`config.mk`:
```
export PLATFORM = sky130hd
export DESIGN_NAME = bubble_sort_ctrl
export DESIGN_NICKNAME = d
export VERILOG_FILES = /design/src/rtl/bubble_sort_ctrl.sv
export SDC_FILE = /design/constraint.sdc
export NUM_CORES = 1
export LEC_CHECK = 0
export BUFFER_PORTS_ARGS = -buffer_cell sky130_fd_sc_hd__buf_2
export CAP_MARGIN = 20
export CORE_ASPECT_RATIO = 0.8
export CORE_UTILIZATION = 25
export DETAILED_ROUTE_END_ITERATION = 16
export GPL_TIMING_DRIVEN = 0
export PLACE_DENSITY = 0.45
export REMOVE_ABC_BUFFERS = 1
export SYNTH_ARGS = -nofsm -noshare
export SYNTH_HDL_FRONTEND = slang
export SYNTH_SLANG_ARGS = --single-unit
```
`constraint.sdc`:
```
create_clock -name Clk -period 2.5 [get_ports Clk]
set_clock_uncertainty 0.1 [all_clocks]
set_input_delay 0.125 -clock Clk [delete_from_list [all_inputs] [get_ports Clk]]
set_output_delay 0.125 -clock Clk [all_outputs]
set_load 0.1 [all_outputs]
```
`src/rtl/bubble_sort_ctrl.sv`:
```
// bubble_sort_ctrl: in-place ascending unsigned bubble sort of mem[BASE..BASE+N-1]; ports Clk, Rst_n, Start, ReadData in; Address, WriteData, MemWrite, MemRead, Busy, Done, SwapCount out; define BSORT_EARLY_EXIT_EN to end after a pass with no swaps
module bubble_sort_ctrl #(
  parameter int ADDR_W = 5,
  parameter int DATA_W = 8,
  parameter int N      = 32,
  parameter int BASE   = 0
) (
  input  logic              Clk,
  input  logic              Rst_n,
  input  logic              Start,
  input  logic [DATA_W-1:0] ReadData,
  output logic [ADDR_W-1:0] Address,
  output logic [DATA_W-1:0] WriteData,
  output logic              MemWrite,
  output logic              MemRead,
  output logic              Busy,
  output logic              Done,
  output logic [15:0]       SwapCount
);
  localparam logic [2:0] IDLE = 3'd0, RD_A = 3'd1, RD_B = 3'd2, CMP = 3'd3,
                         WR_A = 3'd4, WR_B = 3'd5, DONE = 3'd6;
  localparam logic [ADDR_W-1:0] LAST_P = ADDR_W'(N - 2);
  localparam logic [ADDR_W-1:0] BASE_A = ADDR_W'(BASE);
`ifdef BSORT_EARLY_EXIT_EN
  localparam bit EARLY = 1'b1;
`else
  localparam bit EARLY = 1'b0;
`endif
  logic [2:0]        state;
  logic [ADDR_W-1:0] p, i;
  logic [DATA_W-1:0] reg_a, reg_b;
  logic              swapped, gt, adv, last_i, early;
  assign gt     = reg_a > reg_b;
  assign adv    = (state == CMP && !gt) || state == WR_B;
  assign last_i = i == LAST_P - p;
  // a swap committed in this very WR_B cycle counts as a swap in the pass
  assign early  = EARLY && !swapped && state != WR_B;
  assign Address   = (state == RD_A || state == WR_A) ? BASE_A + i :
                     (state == RD_B || state == WR_B) ? BASE_A + i + 1'b1 : '0;
  assign WriteData = state == WR_A ? reg_b : state == WR_B ? reg_a : '0;
  assign MemWrite  = state == WR_A || state == WR_B;
  assign MemRead   = state == RD_A || state == RD_B;
  assign Busy      = state >= RD_A && state <= WR_B;
  assign Done      = state == DONE;
  always_ff @(posedge Clk or negedge Rst_n) begin
    if (!Rst_n) begin
      state     <= IDLE;
      p         <= '0;
      i         <= '0;
      reg_a     <= '0;
      reg_b     <= '0;
      swapped   <= 1'b0;
      SwapCount <= '0;
    end else begin
      case (state)
        IDLE, DONE: if (Start) begin
          state     <= RD_A;
          p         <= '0;
          i         <= '0;
          swapped   <= 1'b0;
          SwapCount <= '0;
        end
        RD_A: begin
          reg_a <= ReadData;
          state <= RD_B;
        end
        RD_B: begin
          reg_b <= ReadData;
          state <= CMP;
        end
        CMP:  state <= gt ? WR_A : state;
        WR_A: state <= WR_B;
        WR_B: begin
          SwapCount <= SwapCount + {15'd0, SwapCount != 16'hFFFF};
          swapped   <= 1'b1;
        end
        default: state <= IDLE;
      endcase
      // advance overrides the per-state next state above
      if (adv) begin
        if (!last_i) begin
          i     <= i + 1'b1;
          state <= RD_A;
        end else if (p == LAST_P || early) begin
          state <= DONE;
        end else begin
          p       <= p + 1'b1;
          i       <= '0;
          swapped <= 1'b0;
          state   <= RD_A;
        end
      end
    end
  end
endmodule

```
# --- Word-level counts from Yosys, hierarchy flattened ---
# Cells that the tools add are included.
totals:
  output_inout_bits: 33
  elab_cells: 61
  in_bits: 11
  regBits: 45
classes:
  mux: 22
  eq_ne: 13
  n_addsub: 4
  magnitude_cmp: 3
  n_reduce_logical: 13
op_table:
  columns: ["cell", "n"]
  rows:
  - ["$mux W5", 12]
  - ["$pmux W16 S2", 1]
  - ["$pmux W3 S6", 1]
  - ["$add A16 B1 Y16", 1]
  - ["$mux W16", 1]
  - ["$mux W8", 2]
  - ["$ne A16 B16 Y1 const B", 1]
  - ["$mux W3", 5]
  - ["$add A5 B1 Y5 const B", 2]
  - ["$eq A3 B3 Y1 const B", 3]
  - ["$gt A8 B8 Y1", 1]
  - ["$eq A3 B2 Y1 const B", 2]
  - ["$ne A3 B3 Y1 const B", 2]
  - ["$eq A5 B5 Y1", 1]
  - ["$eq A5 B5 Y1 const B", 1]
  - ["$logic_or A1 B1 Y1", 5]
  - ["$sub A5 B5 Y5 const A", 1]
  - ["$ne A2 B2 Y1 const B", 2]
  - ["$eq A3 B1 Y1 const B", 1]
  - ["$ge A3 B1 Y1 const B", 1]
  - ["$le A3 B3 Y1 const B", 1]
  - ["$logic_not A3 Y1", 1]
  - ["$reduce_and A3 Y1", 1]
  - ["$logic_and A1 B1 Y1", 2]
  - ["other kinds (4)", 4]

# --- Depth between registers and ports, before layout ---
# Gate-level depths: netlist (run 1).
logic_depth:
  ltp_word: 6
  ltp_mapped: 11
  ltp_nobuf: 11

# --- Worst setup path before layout (run 1) ---
# OpenSTA, ideal clock, no wires.
synth_timing:
  kind: "register to output"
  startpoint: "register i[1]"
  endpoint: "output Address[1]"
  path_buffers: 0
  slack_ns: -0.776
  arrival_ns: 3.051
  required_time_ns: 2.275
  path_stages_with_launch: 6
  cell_sequence: "dfrtp_1 -> ha_1 -> mux2i_1 -> nor2_1 -> a31oi_1 -> o21ai_0"
synth_between:
  elab_chain_cells: 3
synth_lines:
  columns: ["item", "line_no", "text"]
  rows:
  - ["start, declared", "30", "logic [ADDR_W-1:0] p, i;"]
  - ["start signal, assigned", "82", "i <= i + 1'b1;"]
  - ["$add A5 B1 Y5", "39", "(state == RD_B || state == WR_B) ? BASE_A + i + 1'b1 : '0;"]
  - ["$mux W5", "39", null]
  - ["$mux W5 *", "38", "assign Address = (state == RD_A || state == WR_A) ? BASE_A + i :"]
  - ["end, declared", "12", "output logic [ADDR_W-1:0] Address,"]
# Mark *: on every way between the ends. The rest lies on a longest branch, timed or not.

# --- Worst setup path in the final report (run 1) ---
layout_timing:
  startpoint: "register p[0]"
  endpoint: "register state[0]"
layout_between:
  elab_chain_cells: 4
  elab_cells_between_ends: 6
  cone_classes: "1 x add/sub; 2 x eq/ne; 3 x mux"
layout_lines:
  columns: ["item", "line_no", "text"]
  rows:
  - ["start, declared", "30", null]
  - ["start signal, assigned", "87", "p <= p + 1'b1;"]
  - ["$sub A5 B5 Y5 / $eq A5 B5 Y1 (equally long branches)", "35, 84", null]
  - ["$eq A5 B5 Y1 / $mux W3 (equally long branches)", "35, 84", null]
  - ["$mux W3 *", "81", "if (!last_i) begin"]
  - ["$mux W3 *", "80", "if (adv) begin"]
  - ["end signal, assigned", "71", "CMP: state <= gt ? WR_A : state;"]
  - ["end, declared", "29", "logic [2:0] state;"]
# Marked as above.
# A chain may end at the register's enable or synchronous reset.

==> results of run 1 <==
[stage by stage]
stage               utilization  hold WS [ns]
finish                   0.3258       0.07229
CTS                      0.3143       0.06664
global route             0.3258       0.08997
floorplan                     -       -0.2706
detailed placement       0.2880        0.2480
global placement         0.2880        0.2381
[sequential cells by signal (all words and copies together) (netlist names)]
signal	count
reg_a	8
state	3
i	5
reg_b	8
p	5
SwapCount	16
[cells by family after synthesis]
group	Yosys count
XOR/XNOR	12
multiplexers	24
AND/OR/NAND/NOR	110
buffers and inverters	31
flip-flops	45
AO/OA/AOI/OAI	76
adder cells (fa/ha/maj)	13
[placed cells by master (no fill, tap or decap), types with 4 or more instances in the layout]
cell           count
clkbuf_16          5
and3_1             5
buf_4              4
inv_1             15
o21ai_0           28
xor2_1             7
ha_1              12
nor2_1            21
a31oi_1            4
nand3_1           11
mux2_2             8
a21oi_1           10
dfrtp_2            7
dlygate4sd3_1      9
o22ai_1            5
nand4_1           10
mux2i_1           15
nand2_1           35
dfrtp_1           37
xnor2_1            5
buf_2             40
[layout make-up]
class / instances / share of cell area
inverters: 15 / 0.01587
well taps: 144 / 0.05078
clock inverters: 2 / 0.003879
clock buffers: 6 / 0.03914
flip-flops and latches: 45 / 0.3209
repair buffers: 56 / 0.1023
multi-input cells: 235 / 0.4672
[worst max-delay path, delay by kind of cell (launching register included)]
kind                     cells  cell delay [ns]
AND/OR/NAND/NOR              4             0.73
AO/OA/AOI/OAI                2             0.66
flip-flops                   1             0.43
adder cells (fa/ha/maj)      1             0.18
buffers and inverters        1             0.18
[path summary, 6_finish.rpt]
| path | slack [ns] | start | end |
|---|---|---|---|
| max reg2reg | 0.09 | p[0] | state[0] |
| max | 0.09 | p[0] | state[0] |
| min in group asynchronous | 0.13 | Rst_n | SwapCount[11] |
| max in group asynchronous | 1.67 | Rst_n | state[0] |
| min | 0.07 | Start | state[2] |
| min reg2reg | 0.40 | SwapCount[14] | SwapCount[14] |
[what timing repair did]
item,CTS,global route
pin swaps,2,7
hold buffers,9,0
endpoints found under the hold margin,61,0
buffers inserted,1,2
endpoints found under the setup margin,30,26
resized for setup,14,25
[per-layer routing]
| metal | track usage | wire (µm) |
|---|---|---|
| met4 | 0.02564 | 34 |
| met2 | 0.1874 | 3051 |
| met5 | 0 | 0 |
| met1 | 0.1927 | 3904 |
| met3 | 0.02948 | 232 |
[where the power goes]
part           total (mW)  internal, mW  switching, mW
combinational        2.30         0.740           1.56
sequential           1.24         0.933          0.306
clock               0.686         0.398          0.288
total                4.22          2.07           2.15
==> reports/qor.yml, run 1 <==
sta:
  final.setup.worst_slack_ns: 0.09025
  fraction_of_the_cycle_the_final_worst_path_needs: 0.9639
  rsz0062_at_grt: "true"
  final-setup-viol-count: 0
  timing_hold_violations_final: 0
  worstMarginPinSlew_ns: 0.6160
  totalNegativeSetupSlack_ns: 0
  timing.final.max_slew_violations: 0
  finalCriticalPeriod_ns: 2.410
  max_freq_mhz: 415.0
  relSlewSlack: 0.5869
power_and_ir_drop:
  power_per_cell_area_nw_per_um2: 1190
  overall_power_after_layout_mw: 4.222
  irDropWorstVdd_mv: 0.4956
  total_leakage_power_nw: 1.603
floorplan:
  fp.dieArea_um2: 11660
  chipWidth_um: 120.5
  rows: 34
  pin_count: 44
  start_util: 0.2578
  dieHeight_um: 96.79
  core_region_area_um2: 10890
final_layout:
  multi_input_comb_area_um2: 1658
  antenna_cells_inserted: 0
  postLayoutCellArea_um2: 3548
  fin_nets: 382
  register_area_um2: 1139
  final-instance-count-excl-fill: 503
  fill_cells: 1176
  proportion_of_layout_cells_with_a_drive_suffix_above_1: 0.2591
  synthToLayoutAreaGrowth_pct: 26.38
logic_synthesis:
  synth-seq-area-share: 0.4011
  synthSimpleGateAreaFrac: 0.1930
  yosys_register_bits: 45
  synth.cells.most_frequent: "dfrtp_1, nand2_1, o21ai_0"
  netlist_instances: 311
  synth_cell_types: 44
  synth_async_sr_flop_share: 1.000
  synth-edff-count: 0
  ys.flop_type: "dfrtp_1"
  yosys.area.top_type: "dfrtp_1"
  synth_area_um2: 2808
  synth_compound_area_frac: 0.1774
  synth_fa_ha_area_frac: 0.05793
  share_of_synthesized_area_spent_on_multiplexers: 0.08957
  synthDominantCellAreaShare: 0.4011
  yosys_warns: 0
  avgSynthCellArea_um2: 9.028
  main_combinational_cell_family_by_area_after_synthesis: "simple AND/OR/NAND/NOR gates"
  synth_most_common_cell: "dfrtp_1"
  synthXorXnorAreaFrac: 0.03743
  synth_area_leaders: "dfrtp_1, ha_1, mux2i_1"
global_routing:
  largest_net_degree_at_the_start_of_global_routing: 46
  number_of_global_route_vias_before_repair: 2334
  global_route.usage.total: 0.1287
  grt_first_pass_wirelength_mm: 11.87
  gr-total-overflow: 0
  antenna_found_initial: 0
worst_hold_path:
  timing.hold.worst_path_depth: 3
  min_path_type: "in2reg"
worst_setup_path:
  reg2reg_depth: 8
  cp.required_ns: 2.57
  critPathLaunchType: "flip-flop"
  crit_arrival_ns: 2.48
  critical_path_class: "reg2reg"
  critPathMaxStageDelay_ns: 0.43
  endpoint_kind: "flip-flop"
  timing.critical_path.slowest_stage_cell: "dfrtp_2"
  timing.critical_path.cells: "ha_4 -> nand3_4 -> or3_4 -> a2111oi_4 -> buf_6 -> nor3_4 -> nand2b_4 -> a211o_1"
  crit_path_max_fanout: 6
routing:
  detail-route-antenna-nets: 0
  drtIter0Drc: 68
  avgViaCountPerCell: 4.825
  route.detailed.wl_per_inst_um: 14.36
  drcViolationCount: 0
  route.vias.total: 2427
  dr.pass1.iters: 4
  total_wirelength_mm: 7.222
flow_run:
  max_cap_viol_count: 0
placement:
  weighted_congestion_reported_at_the_end_of_routability_driven_placement: 0.7687
  dpl-instance-area_um2: 3137
  dp_hpwl_mm: 5.037
  placement.io_buffers: 43
  pre_cts_slack_ns: -0.5369
  dp.cells: 482
status:
  result_of_the_run: "completed"
cts:
  clockBufferDepth: 2
  tritoncts_clock_tree: "yes"
  clock_tree.htree_level_count: 2
  clock_latency_ns: 0.29
  cts_made_buffers: 5
  clock_tree.root_cell: "clkbuf_16"
  clk_pin_slew_worst_paths_ns: 0.07
  clock-sinks: 45
Power figures use the tool's default switching activity.
==> run 2, diff against run 1 <==
CORE_UTILIZATION = 50   (was 25)
PLACE_DENSITY = 0.75   (was 0.45)
==> run 2 against run 1 <==
Combinational power fell by 3%; count of clock-buffer cells in the layout unchanged; power down 5.0%; non-clock buffer count unchanged; final cell count down 13%; global-route usage up 9.6 points; cell area decreased by 4.7%; clock power fell by 18%; largest power group unchanged.
==> reports/qor.yml, run 2 (synthesis results as in run 1) <==
routing:
  route.detailed.wl_per_inst_um: 14.64  # was 14.36 µm
  avgViaCountPerCell: 5.670  # was 4.825
  route.vias.total: 2478  # was 2,427
  drcViolationCount: 0  # unchanged
  dr.pass1.iters: 4  # unchanged
  detail-route-antenna-nets: 0  # unchanged
  drtIter0Drc: 118  # was 68
  total_wirelength_mm: 6.396  # was 7.222 mm
floorplan:
  dieHeight_um: 69.03  # was 96.79 µm
  chipWidth_um: 85.78  # was 120.5 µm
  pin_count: 44  # unchanged
  core_region_area_um2: 5435  # was 10,890 µm²
  rows: 24  # was 34
  fp.dieArea_um2: 5921  # was 11,660 µm²
  start_util: 0.5166  # was 0.2578
placement:
  dp_hpwl_mm: 4.322  # was 5.037 mm
  dpl-instance-area_um2: 3054  # was 3137 µm²
  weighted_congestion_reported_at_the_end_of_routability_driven_placement: 0.8164  # was 0.7687
  placement.io_buffers: 43  # unchanged
  dp.cells: 416  # was 482
final_layout:
  largest_reg_flops: 16  # unchanged
  postLayoutCellArea_um2: 3382  # was 3548 µm²
  final-instance-count-excl-fill: 437  # was 503
  synthToLayoutAreaGrowth_pct: 20.45  # was 26.38%
  proportion_of_layout_cells_with_a_drive_suffix_above_1: 0.2423  # was 0.2591
  finalCoreUtilization: 0.6222  # was 0.3258
  top_regs: "SwapCount (16), reg_a (8), reg_b (8)"  # unchanged
  fill_cells: 442  # was 1,176
  top_register: "SwapCount"  # unchanged
  register_area_um2: 1136  # was 1139 µm²
  fin_nets: 382  # unchanged
  antenna_cells_inserted: 0  # unchanged
  mostFrequentLayoutCells: "dfrtp_1, buf_2, nand2_1, o21ai_0, nor2_1"  # was buf_2, dfrtp_1, nand2_1, o21ai_0, nor2_1
  multi_input_comb_area_um2: 1632  # was 1658 µm²
worst_hold_path:
  timing.hold.worst_path_depth: 3  # unchanged
  min_path_type: "in2reg"  # unchanged
status:
  result_of_the_run: "completed"  # unchanged
sta:
  rsz0062_at_grt: "true"  # unchanged
  max_freq_mhz: 415.4  # was 415.0 MHz
  worstMarginPinSlew_ns: 0.9977  # was 0.6160 ns
  timing.final.max_slew_violations: 0  # unchanged
  fraction_of_the_cycle_the_final_worst_path_needs: 0.9628  # was 0.9639
  finalCriticalPeriod_ns: 2.407  # was 2.410 ns
  final-setup-viol-count: 0  # unchanged
  timing_hold_violations_final: 0  # unchanged
  relSlewSlack: 0.3349  # was 0.5869
cts:
  clock_tree.htree_level_count: 2  # unchanged
  clk_pin_slew_worst_paths_ns: 0.09  # was 0.07 ns
  clock_tree.root_cell: "clkbuf_8"  # was clkbuf_16
  clockBufferDepth: 2  # unchanged
  clock_latency_ns: 0.30  # was 0.29 ns
  clock-sinks: 45  # unchanged
  tritoncts_clock_tree: "yes"  # unchanged
  cts_made_buffers: 5  # unchanged
global_routing:
  gr-total-overflow: 0  # unchanged
  global_route.usage.total: 0.2243  # was 0.1287
  largest_net_degree_at_the_start_of_global_routing: 46  # unchanged
  grt_first_pass_wirelength_mm: 10.47  # was 11.87 mm
  number_of_global_route_vias_before_repair: 2277  # was 2,334
  antenna_found_initial: 0  # unchanged
worst_setup_path:
  timing.critical_path.slowest_stage_cell: "a2111oi_4"  # was dfrtp_2
  critPathMaxStageDelay_ns: 0.51  # was 0.43 ns
  cp.required_ns: 2.60  # was 2.57 ns
  critical_path_class: "reg2reg"  # unchanged
  reg2reg_depth: 7  # was 8
  crit_arrival_ns: 2.50  # was 2.48 ns
  critPathLaunchType: "flip-flop"  # unchanged
  endpoint_kind: "flip-flop"  # unchanged
  timing.critical_path.cells: "ha_4 -> nand3_1 -> or3_4 -> a2111oi_4 -> nor3_2 -> nand2b_1 -> a211o_1"  # was ha_4 -> nand3_4 -> or3_4 -> a2111oi_4 -> buf_6 -> nor3_4 -> nand2b_4 -> a211o_1
  crit_path_max_fanout: 5  # was 6
power_and_ir_drop:
  irDropWorstVdd_mv: 1.178  # was 0.4956 mV
  total_leakage_power_nw: 1.573  # was 1.603 nW
  power_per_cell_area_nw_per_um2: 1186  # was 1190 nW/µm²
flow_run:
  max_cap_viol_count: 0  # unchanged
[run 2: cell count changes in the layout (fill, tap and decap cells not counted), moves of 2 or more]
| cell | before | now |
|---|---|---|
| dfrtp_2 | 7 | 5 |
| clkbuf_8 | 1 | 5 |
| clkbuf_4 | 0 | 2 |
| o311ai_0 | 3 | 1 |
| o311ai_1 | 0 | 2 |
| dfrtp_1 | 37 | 39 |
| clkbuf_16 | 5 | 0 |
[run 2: cell type report]
class,instances,area share
inverter,15,0.01665
timing repair buffer,56,0.1032
sequential,45,0.3359
clock buffer,6,0.02146
clock inverter,2,0.01147
tap,78,0.02886
multi-input combinational,235,0.4824
[run 2: worst paths after layout]
kind                          startpoint       endpoint  slack (ns)
max in group asynchronous          Rst_n       state[0]        1.16
setup reg to reg                    p[1]       state[0]        0.09
setup / recovery                    p[1]       state[0]        0.09
hold reg to reg            SwapCount[13]  SwapCount[13]        0.42
min in group asynchronous          Rst_n       reg_a[6]        0.42
hold / removal                     Start       state[2]        0.06
[run 2: what timing repair did]
action,4_1_cts,5_1_grt
pin swaps,1,2
setup buffers,1,3
hold endpoints to repair,61,0
endpoints found under the setup margin,25,22
gates resized for setup,10,25
hold buffers,9,0
[run 2: per-layer routing]
layer / share of wire / track usage
met1: 0.48 / 0.3118
met2: 0.46 / 0.3467
met3: 0.057 / 0.05988
met4: 0.0094 / 0.06111
met5: 0 / 0
[run 2: power by group]
| part | internal [mW] | switching [mW] |
|---|---|---|
| Sequential | 0.930 | 0.301 |
| Clock | 0.300 | 0.262 |
| Combinational | 0.698 | 1.52 |
| Total | 1.93 | 2.08 |
[run 2: worst max-delay path: cells and delay by family (launching register included)]
kind	cells	cell delay, ns
AOI/OAI and AO/OA	2	0.81
DFF	1	0.42
adders and majority gates	1	0.18
and+or+nand+nor	4	0.79
[run 2: metrics by stage]
step | setup TNS (ns) | setup slack, ns | hold WS, ns | power (mW)
after floorplan | -8.241 | -0.9895 | -0.2706 | 2.880
after global placement | -3.325 | -0.4218 | 0.2390 | 3.263
after detailed placement | -3.375 | -0.3947 | 0.2472 | 3.306
after CTS | 0 | 0.01717 | 0.05420 | 3.918
after global routing | -0.09071 | -0.02421 | 0.04275 | 4.280
final | 0 | 0.09295 | 0.05844 | 4.009
==> run 3, diff against run 2 <==
CELL_PAD_IN_SITES_DETAIL_PLACEMENT = 1   (was unset)
CELL_PAD_IN_SITES_GLOBAL_PLACEMENT = 1   (was unset)
CORE_UTILIZATION = 43   (was 50)
PLACE_DENSITY = 0.83   (was 0.75)
==> run 3 against run 2 <==
Clock power fell by 14%; count of clock-buffer cells in the layout did not move; critical path type is now reg2out; cell area rose by 0.55%.
==> reports/qor.yml, run 3 (synthesis results as in run 1) <==
status:
  result_of_the_run: "completed"  # unchanged
global_routing:
  global_route.usage.total: 0.2456  # was 0.2243
  antenna_found_initial: 0  # unchanged
  grt_first_pass_wirelength_mm: 13.10  # was 10.47 mm
  largest_net_degree_at_the_start_of_global_routing: 46  # unchanged
  gr-total-overflow: 0  # unchanged
  number_of_global_route_vias_before_repair: 2643  # was 2,277
final_layout:
  mostFrequentLayoutCell: "buf_2"
  antenna_cells_inserted: 0  # unchanged
  finalCoreUtilization: 0.5575  # was 0.6222
  final-instance-count-excl-fill: 443  # was 437
  top_regs: "SwapCount (16), reg_a (8), reg_b (8)"  # unchanged
  proportion_of_layout_cells_with_a_drive_suffix_above_1: 0.2624  # was 0.2423
  largest_reg_flops: 16  # unchanged
  top_register: "SwapCount"  # unchanged
  fin_nets: 385  # was 382
  mostFrequentLayoutCells: "buf_2, dfrtp_1, nand2_1, o21ai_0, nor2_1"  # was dfrtp_1, buf_2, nand2_1, o21ai_0, nor2_1
  synthToLayoutAreaGrowth_pct: 21.12  # was 20.45%
routing:
  route.vias.total: 2541  # was 2,478
  met2RoutedLength_mm: 3.815  # was 2.916 mm
  top_layer: "met4"  # unchanged
  met3_layer_wire_length_in_the_routed_design_um: 233  # was 366 µm
  drtIter0Drc: 115  # was 118
  detail-route-antenna-nets: 0  # unchanged
  route.detailed.wl_per_inst_um: 17.87  # was 14.64 µm
  total_wirelength_mm: 7.917  # was 6.396 mm
  drcViolationCount: 0  # unchanged
  avgViaCountPerCell: 5.736  # was 5.670
  dr.pass1.iters: 4  # unchanged
  met1_routed_length_mm: 3.809  # was 3.052 mm
cts:
  clock_tree.root_cell: "clkbuf_8"  # unchanged
  clock-sinks: 45  # unchanged
  clk_pin_slew_worst_paths_ns: 0.10  # was 0.09 ns
  tritoncts_clock_tree: "yes"  # unchanged
  cts_made_buffers: 5  # unchanged
  clockBufferDepth: 2  # unchanged
  clock_latency_ns: 0.31  # was 0.30 ns
  clock_tree.htree_level_count: 2  # unchanged
worst_setup_path:
  crit_path_max_fanout: 25  # was 5
  critical_path_class: "reg2out"  # was reg2reg
  crit_arrival_ns: 2.22  # was 2.50 ns
  timing.reg2reg.setup_slack_ns: 0.07  # was 0.09 ns
  endpoint_kind: "output port"  # was flip-flop
  cp.required_ns: 2.28  # was 2.60 ns
  critPathLaunchType: "flip-flop"  # unchanged
power_and_ir_drop:
  total_leakage_power_nw: 1.578  # was 1.573 nW
  irDropWorstVdd_mv: 1.171  # was 1.178 mV
  power_per_cell_area_nw_per_um2: 1180  # was 1186 nW/µm²
floorplan:
  dieHeight_um: 74.28  # was 69.03 µm
  rows: 25  # was 24
  pin_count: 44  # unchanged
  fp.dieArea_um2: 6859  # was 5921 µm²
  start_util: 0.4603  # was 0.5166
  core_region_area_um2: 6100  # was 5435 µm²
  chipWidth_um: 92.35  # was 85.78 µm
sta:
  timing_hold_violations_final: 0  # unchanged
  fraction_of_the_cycle_the_final_worst_path_needs: 0.9794  # was 0.9628
  finalCriticalPeriod_ns: 2.449  # was 2.407 ns
  worstMarginPinSlew_ns: 0.8371  # was 0.9977 ns
  relSlewSlack: 0.4399  # was 0.3349
  rsz0062_at_grt: "true"  # unchanged
  final_worst_hold_slack_ns: 0.06757  # was 0.05844 ns
  max_freq_mhz: 408.4  # was 415.4 MHz
  final-setup-viol-count: 0  # unchanged
  timing.final.max_slew_violations: 0  # unchanged
flow_run:
  max_cap_viol_count: 0  # unchanged
placement:
  dp_hpwl_mm: 5.457  # was 4.322 mm
  dp.cells: 419  # was 416
  weighted_congestion_reported_at_the_end_of_routability_driven_placement: 0.8546  # was 0.8164
  placement.io_buffers: 43  # unchanged
worst_hold_path:
  min_path_type: "in2reg"  # unchanged
-- run 3: changes by cell type in the layout (fill, tap and decap cells not counted), sizes merged --
cell      previous run  this run
bufinv               1         0
clkinvlp             0         2
clkbuf               8         7
clkinv               1         0
buf                 45        49
-- run 3: cell type report --
type,count,area (µm²)
Multi-Input combinational cell,235,1638
Fill cell,725,2699
Sequential cell,45,1136
Inverter,15,56.30
Clock buffer,6,72.57
Tap cell,81,101.3
Clock inverter,2,15.01
Timing Repair Buffer,59,381.6
-- run 3: what timing repair did --
| item | in CTS | in global routing |
|---|---|---|
| pin swaps | 2 | 5 |
| resized for setup | 13 | 22 |
| hold buffers | 9 | 0 |
| hold endpoints to repair | 61 | 0 |
| endpoints found under the setup margin | 32 | 30 |
| buffers inserted | 2 | 4 |
| gates cloned | 0 | 0 |
-- run 3: power by group --
part / internal, mW / leakage, nW / switching, mW
registers: 0.930 / 0.580 / 0.311
clock network: 0.198 / 0.0374 / 0.285
logic: 0.705 / 0.960 / 1.59
total: 1.83 / 1.58 / 2.18
-- run 3: final timing paths --
path,start,to,cells after the start
max,state[0],Address[0],5
min,Start,state[2],3
max reg2reg,i[4],i[0],7
min reg2reg,SwapCount[12],SwapCount[12],1
max in group asynchronous,Rst_n,p[0],3
min in group asynchronous,Rst_n,reg_a[6],2
-- run 3: critical path, cell delays in order (launching register included) --
cell,delay (ns)
dfrtp_4,0.64
inv_1,0.21
and3_4,0.34
inv_1,0.09
o22ai_1,0.26
buf_4,0.35
-- run 3: per-stage QoR --
stage	TNS (ns)	area, µm²	setup WS [ns]	power, mW
floorplan	-8.241	2741	-0.9895	2.880
global placement	-4.161	3058	-0.4801	3.297
detailed placement	-6.212	3058	-0.5770	3.406
CTS	0	3281	0.01606	3.932
global route	-0.2485	3401	-0.07613	4.258
finish	0	3401	0.05146	4.014
-- run 3: routing by layer --
| metal | up-vias | track usage |
|---|---|---|
| li1 | 1217 | - |
| met1 | 1275 | 0.3273 |
| met2 | 44 | 0.4198 |
| met3 | 5 | 0.03885 |
| met4 | 0 | 0.06944 |
| met5 | - | 0 |
